File: config.mk
export PLATFORM = sky130hd
export DESIGN_NAME = bus_owner_arbiter
export DESIGN_NICKNAME = d
export VERILOG_FILES = /design/src/rtl/bus_owner_arbiter.sv
export SDC_FILE = /design/constraint.sdc
export NUM_CORES = 1
export LEC_CHECK = 0
export CORE_MARGIN = 5
export CORE_UTILIZATION = 40
export CTS_CLUSTER_SIZE = 16
export DETAILED_ROUTE_END_ITERATION = 16
export HOLD_SLACK_MARGIN = 0.12
export PLACE_DENSITY_LB_ADDON = 0.3
export SYNTH_ARGS = -nofsm -noshare
export SYNTH_HDL_FRONTEND = slang
export SYNTH_SLANG_ARGS = --single-unit
File: constraint.sdc
create_clock -name clk -period 1.2 [get_ports clk]
set_input_delay 0.12 -clock clk [delete_from_list [all_inputs] [get_ports clk]]
set_output_delay 0.12 -clock clk [all_outputs]
set_load 0.005 [all_outputs]
File: src/rtl/bus_owner_arbiter.sv
// Round-robin owner arbiter for a shared tri-state bus with a keeper cell.
// Ownership always ends in a TURN gap so two drivers can never overlap.
module bus_owner_arbiter #(
    parameter int N_REQ       = 3,
    parameter int TURN_CYCLES = 1,
    parameter int MAX_HOLD    = 0
) (
    input  logic                     clk,
    input  logic                     reset,
    input  logic [N_REQ-1:0]         req,
    output logic [N_REQ-1:0]         gnt,
    output logic [N_REQ-1:0]         drv_en,
    output logic [$clog2(N_REQ)-1:0] owner,
    output logic                     bus_floating,
    output logic                     preempt
);

    localparam int              OW        = $clog2(N_REQ);
    localparam logic [N_REQ-1:0] ONE      = N_REQ'(1);
    localparam logic [7:0]      HOLD_LAST = 8'(MAX_HOLD - 1);
    localparam logic [2:0]      TURN_LAST = 3'(TURN_CYCLES - 1);
    localparam logic [OW-1:0]   LAST_IDX  = OW'(N_REQ - 1);

    typedef enum logic [1:0] {IDLE, OWN, TURN} state_t;

    state_t           state, state_n;
    logic [N_REQ-1:0] gnt_n;
    logic [N_REQ-1:0] others;
    logic [OW-1:0]    owner_n;
    logic [OW-1:0]    winner;
    logic             found;
    logic [7:0]       hold_cnt, hold_n;
    logic [2:0]       turn_cnt, turn_n;
    logic             preempt_n;

    // Indices above the last owner win first, then the wrap-around part,
    // which leaves the previous owner with the lowest priority.
    always_comb begin
        found  = 1'b0;
        winner = owner;
        for (int j = 0; j < N_REQ; j++) begin
            if (!found && req[j] && (j > int'(owner))) begin
                found  = 1'b1;
                winner = OW'(j);
            end
        end
        for (int j = 0; j < N_REQ; j++) begin
            if (!found && req[j] && (j <= int'(owner))) begin
                found  = 1'b1;
                winner = OW'(j);
            end
        end
    end

    assign others = req & ~(ONE << owner);

    always_comb begin
        state_n   = state;
        gnt_n     = gnt;
        owner_n   = owner;
        hold_n    = hold_cnt;
        turn_n    = turn_cnt;
        preempt_n = 1'b0;
        case (state)
            IDLE: begin
                gnt_n = '0;
                if (found) begin
                    state_n = OWN;
                    gnt_n   = ONE << winner;
                    owner_n = winner;
                    hold_n  = 8'd0;
                end
            end
            OWN: begin
                // A normal release takes precedence over a simultaneous preemption.
                if (!req[owner]) begin
                    state_n = TURN;
                    gnt_n   = '0;
                    turn_n  = 3'd0;
                end else if ((MAX_HOLD != 0) && (hold_cnt == HOLD_LAST) && (|others)) begin
                    state_n   = TURN;
                    gnt_n     = '0;
                    turn_n    = 3'd0;
                    preempt_n = 1'b1;
                end else if (hold_cnt != 8'hFF) begin
                    hold_n = hold_cnt + 8'd1;
                end
            end
            TURN: begin
                gnt_n = '0;
                if (turn_cnt == TURN_LAST) begin
                    if (found) begin
                        state_n = OWN;
                        gnt_n   = ONE << winner;
                        owner_n = winner;
                        hold_n  = 8'd0;
                    end else begin
                        state_n = IDLE;
                    end
                end else begin
                    turn_n = turn_cnt + 3'd1;
                end
            end
            default: begin
                state_n = IDLE;
                gnt_n   = '0;
            end
        endcase
    end

    always_ff @(posedge clk or posedge reset) begin
        if (reset) begin
            state    <= IDLE;
            gnt      <= '0;
            drv_en   <= '0;
            owner    <= LAST_IDX;
            hold_cnt <= 8'd0;
            turn_cnt <= 3'd0;
            preempt  <= 1'b0;
        end else begin
            state    <= state_n;
            gnt      <= gnt_n;
            drv_en   <= gnt_n;
            owner    <= owner_n;
            hold_cnt <= hold_n;
            turn_cnt <= turn_n;
            preempt  <= preempt_n;
        end
    end

    assign bus_floating = ~|drv_en;

endmodule
* After elaboration in Yosys (flattened, before gate mapping)
Cells that the tools add are included.
Storage, ports and cells: flip-flop bits (word level) 10, bits of input ports 5, output and inout port bits 10, logic and storage cells 64
Operators by class: $add $sub $neg 1, $lt $le $gt $ge 5, equality and inequality tests 6, shift-type cells 1, mux-type cells 26, reduce and logical (&&, ||, !) cells 21
Operator list (number):
- two-way mux 2 bit | 10
- two-way mux 3 bit | 4
- one-hot mux 3 bit (3 select lines) | 1
- logical AND 1 bit | 8
- != test 2 bit, second input constant | 4
- two-way mux 1 bit | 7
- one-hot mux 2 bit (3 select lines) | 1
- one-hot mux 3 bit (2 select lines) | 1
- AND reduction 3 bit | 2
- zero test 1 bit | 5
- one-hot mux 2 bit (2 select lines) | 1
- nonzero test 2 bit | 2
- adder 3 x 1 -> 3 bit, second input constant | 1
- zero test 3 bit | 1
- less-than comparator 2 x 3 -> 1 bit, second input constant | 1
- OR reduction 3 bit | 1
- << shifter 1 x 2 -> 3 bit, first input constant | 1
- binary-select mux 1 bit (select 2 bit) | 1
- equality test 2 x 1 -> 1 bit, second input constant | 1
- equality test 2 bit, second input constant | 1
- > comparator 1 x 2 -> 1 bit, first input constant | 1
- > comparator 2 bit, first input constant | 1
- <= comparator 1 x 2 -> 1 bit, first input constant | 1
- <= comparator 2 bit, first input constant | 1
- other kinds (2) | 2

* Logic depth before layout (Yosys ltp)
word-level depth 22, mapped depth 6, mapped depth without buffers 6

* Least setup slack after synthesis
OpenSTA, ideal clock, no wires.
path kind flip-flop to flip-flop, start point register turn_cnt[0], end point register owner[1], library setup time 75 ps, arrival time 1206 ps, data required time 1125 ps, setup slack -81 ps, stages on the path, launching flop included 7, path buffers 0, period minus slack after synthesis 1281 ps, path through dfrtp_1 inv_1 ha_1 nand2b_1 a21oi_2 o31a_1 a2bb2oi_1
On the way: longest elaborated chain between the ends 3
Ends and longest elaborated chain:
- start: declaration | RTL line 33 | logic [2:0] turn_cnt, turn_n;
- start signal: assignment | RTL line 126 | turn_cnt <= turn_n;
- zero test 3 bit | RTL line 91 | if (turn_cnt == TURN_LAST) begin
- != test 2 bit (no line)
- AND reduction 2 bit (no line)
- end signal: assignment | RTL line 124 | owner <= owner_n;
- end: declaration | RTL line 13 | output logic [$clog2(N_REQ)-1:0] owner,
Every way passes these cells. A chain may end at the register's enable or synchronous reset.

* Worst setup path in the final report
Same ends and word-level chain as after synthesis.

==> run summary <==
Hold violation count in the final report: 0. For the maximum level of the CTS H-tree, the log shows 1. Data on the critical path arrives at its endpoint at 1.62 ns. The total area inside the core boundary comes to 1334 um^2. The clock drives 10 sinks. The filler cells instantiated in the layout total 94. In the routed design, unresolved DRC markers number 0. Area share of the largest cell type after synthesis: 0.3896.

The number of buffers added on ports was 13. The placed wire-length estimate is 1081 um. The tools report the nature of the critical path endpoint as a flop. The worst register-to-register path has a depth of 6. From synthesis to final layout, the design area changed by 73.38%. The total grt overflow came out at 0. The worst hold path belongs to the class primary input to asynchronous set/reset pin.

Detailed routing inserted a total of 599 vias. Wires add up to 1807 um. Across the routed clock network, the largest skew measured is 0.002628 ns. The tools report the DRC marker count from the first detailed-route iteration as 19. The initial core utilization was 0.4334; the maximum clock insertion buffer count was 2. The worst slack on hold paths came out at 0.1204 ns. Subtracting the final worst setup slack from the clock period gives 1.418 ns. Setup repair after global routing could not meet its margin everywhere. The average via count per standard cell is 5.348. Post-synthesis cell type with the largest combined area: sky130_fd_sc_hd__dfrtp_1. The total number of yosys warnings was 0; the post-CTS clock slew at the launch and capture registers of the worst setup and hold paths was 0.07 ns. The y dimension of the die was 48.02 um; the die outline area was 2305 um^2. The flow ran to the end, but the final reports show violations.

For the setup violation total in the final timing report, the log shows 10. Top fanout value on the critical path: 4. The first detailed-routing pass took 4 iterations. TritonCTS built the clock tree. The netlist area before placement came out at 578.1 um^2. By startpoint and endpoint, the worst setup path is classified as flop to flop. Post-route cell area: 1002 um^2. The tools report the number of antenna violations at the first check in global routing as 0. Averaged over all synthesized cells, the footprint is 9.323 um^2. At the later pin of the worst-skew pair, clock insertion delay measures 0.28 ns.

The final cycle utilization of the critical path was 1.182; the pre-CTS worst setup slack was -0.2683 ns. The logs give 62 for the cell count after synthesis and 0.1847 for the global routing usage summed across all routing layers. The placer congestion estimate was 0.7568. The run gives -0.2182 ns as the least setup slack across all paths after layout. The synthesized netlist contains 31 unique library cells. The number of global-route vias before repair is 638, and the number of register bits inferred by synthesis is 10. The number of max-slew violations in the final report is 0. The fraction of final layout cells with drive strength greater than 1 is 0.4845. The hold buffer count at cts was 0.

The critical path data required time was 1.40 ns. The checks that failed: setup timing. The logs give 1.568 mV for the worst vdd rail ir drop and -1.290 ns for the accumulated negative setup slack. The run gives 105 as the number of nets at the end of the flow. The area after detailed placement is 809.5 um^2. Dividing total power by cell area gives a power density of 2268 nW/um^2. Portion of the post-synthesis area used by sequential elements: 0.4351.

Max-cap violations in this run came to 0. By area the synthesized netlist is led by sky130_fd_sc_hd__dfrtp_1, sky130_fd_sc_hd__buf_4, sky130_fd_sc_hd__nand2_1. For the net count after synthesis, the log shows 69.

The logs give 3 for the number of clock buffers inserted by TritonCTS and 2746 um for the first-pass GRT wire length. The largest net degree at the start of global routing was 11; the count of antenna-violating nets left after detailed routing was 0. The run gives 0 as the count of inserted antenna diode cells. The tree is rooted in a sky130_fd_sc_hd__clkbuf_4. The run gives 13 as the number of rows created at floorplan. STA classifies the critical path startpoint as a flop.

The maximum operating frequency is 705.1 MHz, and the leakage power is 0.4638 nW. During I/O placement, the number of pins put on the boundary was 15. In the final routed layout, each cell accounts on average for 16.13 um. From left edge to right edge, the die measures 48.02 um.
-- synthesized netlist by cell type --
cell type,instances
sky130_fd_sc_hd__or3b_1,1
sky130_fd_sc_hd__o21ai_0,2
sky130_fd_sc_hd__nor3_1,1
sky130_fd_sc_hd__o22ai_2,1
sky130_fd_sc_hd__o2111ai_1,1
sky130_fd_sc_hd__or2_1,1
sky130_fd_sc_hd__and2b_1,1
sky130_fd_sc_hd__nor2_1,2
sky130_fd_sc_hd__a21oi_1,2
sky130_fd_sc_hd__ha_1,2
sky130_fd_sc_hd__buf_4,4
sky130_fd_sc_hd__dfstp_2,1
sky130_fd_sc_hd__conb_1,1
sky130_fd_sc_hd__dfrtp_1,9
sky130_fd_sc_hd__nor2b_1,1
sky130_fd_sc_hd__o22ai_1,1
sky130_fd_sc_hd__a22o_1,2
sky130_fd_sc_hd__nand3b_1,1
sky130_fd_sc_hd__mux2i_1,1
sky130_fd_sc_hd__nand3_1,3
sky130_fd_sc_hd__a21boi_1,1
sky130_fd_sc_hd__o21ai_1,1
sky130_fd_sc_hd__nand2b_1,3
sky130_fd_sc_hd__or3_1,1
sky130_fd_sc_hd__a21oi_2,1
sky130_fd_sc_hd__o31a_1,1
sky130_fd_sc_hd__nand4_1,1
sky130_fd_sc_hd__nand2_1,8
sky130_fd_sc_hd__inv_1,5
sky130_fd_sc_hd__a32o_1,1
sky130_fd_sc_hd__a2bb2oi_1,1
-- flip-flops by register name, summed over array words and instances, names as in the netlist --
register,count
drv_en,3
turn_cnt,3
owner,2
state,2
-- cell type report --
type	instances	area (um^2)	share of cell area
sequential	10	252.7	0.2522
clock buffer	4	36.28	0.03620
multi-input combinational	43	376.6	0.3758
inverter	5	18.77	0.01873
tap	15	18.77	0.01873
timing repair buffer	35	299.0	0.2984
-- worst max-delay path, stage by stage (launching register included) --
cell and delay [ns]:
sky130_fd_sc_hd__dfrtp_1 0.42, sky130_fd_sc_hd__inv_2 0.08, sky130_fd_sc_hd__ha_4 0.14, sky130_fd_sc_hd__nand2b_4 0.07
sky130_fd_sc_hd__a21oi_4 0.16, sky130_fd_sc_hd__o31a_1 0.26, sky130_fd_sc_hd__a2bb2oi_1 0.22
-- cell usage in the layout, fill, tap and decap left out, types with 2 or more instances in the layout --
cell type                         netlist  final
sky130_fd_sc_hd__clkbuf_4               0      3
sky130_fd_sc_hd__nand2_1                8      6
sky130_fd_sc_hd__dfrtp_1                9      8
sky130_fd_sc_hd__clkdlybuf4s15_1        0      6
sky130_fd_sc_hd__a22o_1                 2      2
sky130_fd_sc_hd__inv_2                  0      2
sky130_fd_sc_hd__nand2b_1               3      2
sky130_fd_sc_hd__nor2_1                 2      2
sky130_fd_sc_hd__inv_1                  5      3
sky130_fd_sc_hd__buf_4                  4     18
sky130_fd_sc_hd__nand2_2                0      2
sky130_fd_sc_hd__clkdlybuf4s50_1        0      4
sky130_fd_sc_hd__buf_6                  0      4
sky130_fd_sc_hd__nand3_2                0      2
-- per-stage QoR --
step / cells / power (mW) / utilization
after floorplan: 62 / 1.025 / -
after global placement: 101 / 1.581 / 0.6069
after detailed placement: 101 / 1.608 / 0.6069
after CTS: 112 / 2.105 / 0.7092
after global routing: 112 / 2.414 / 0.7514
final: 112 / 2.273 / 0.7514
-- cell families after synthesis --
kind of cell / after synthesis / synth area share
buffers and inverters: 9 / 0.08442
and+or+nand+nor: 24 / 0.2165
adders and majority gates: 2 / 0.04328
DFF: 10 / 0.4351
other: 1 / 0.006487
muxes: 1 / 0.01732
AOI/OAI and AO/OA: 15 / 0.1970
-- where the power goes --
group | internal (mW) | switching (mW) | total, mW
clock | 0.185 | 0.130 | 0.314
combinational | 0.800 | 0.616 | 1.42
sequential | 0.461 | 0.0814 | 0.542
-- final timing paths --
kind | end | slack (ns) | startpoint
max in group asynchronous | owner[1] | 0.77 | reset
hold / removal | turn_cnt[0] | 0.12 | reset
hold reg to reg | turn_cnt[2] | 0.57 | turn_cnt[2]
setup / recovery | owner[1] | -0.22 | turn_cnt[0]
setup reg to reg | owner[1] | -0.22 | turn_cnt[0]
min in group clk | turn_cnt[2] | 0.57 | turn_cnt[2]
-- per-layer routing --
layer	part of all wire	up-vias	global-route usage	wire length, um
met4	0.015	0	0.1237	28
li1	-	284	-	-
met5	0	-	0	0
met1	0.40	293	0.1868	725
met3	0.051	6	0.07895	93
met2	0.53	16	0.3061	960
-- timing repair --
item | 4_1_cts | 5_1_grt
pin swaps | 11 | 11
hold endpoints to repair | 0 | 0
setup buffers | 7 | 1
setup endpoints to repair | 18 | 18
resized for setup | 28 | 19
No activity file was read; power rests on OpenSTA's default activity.
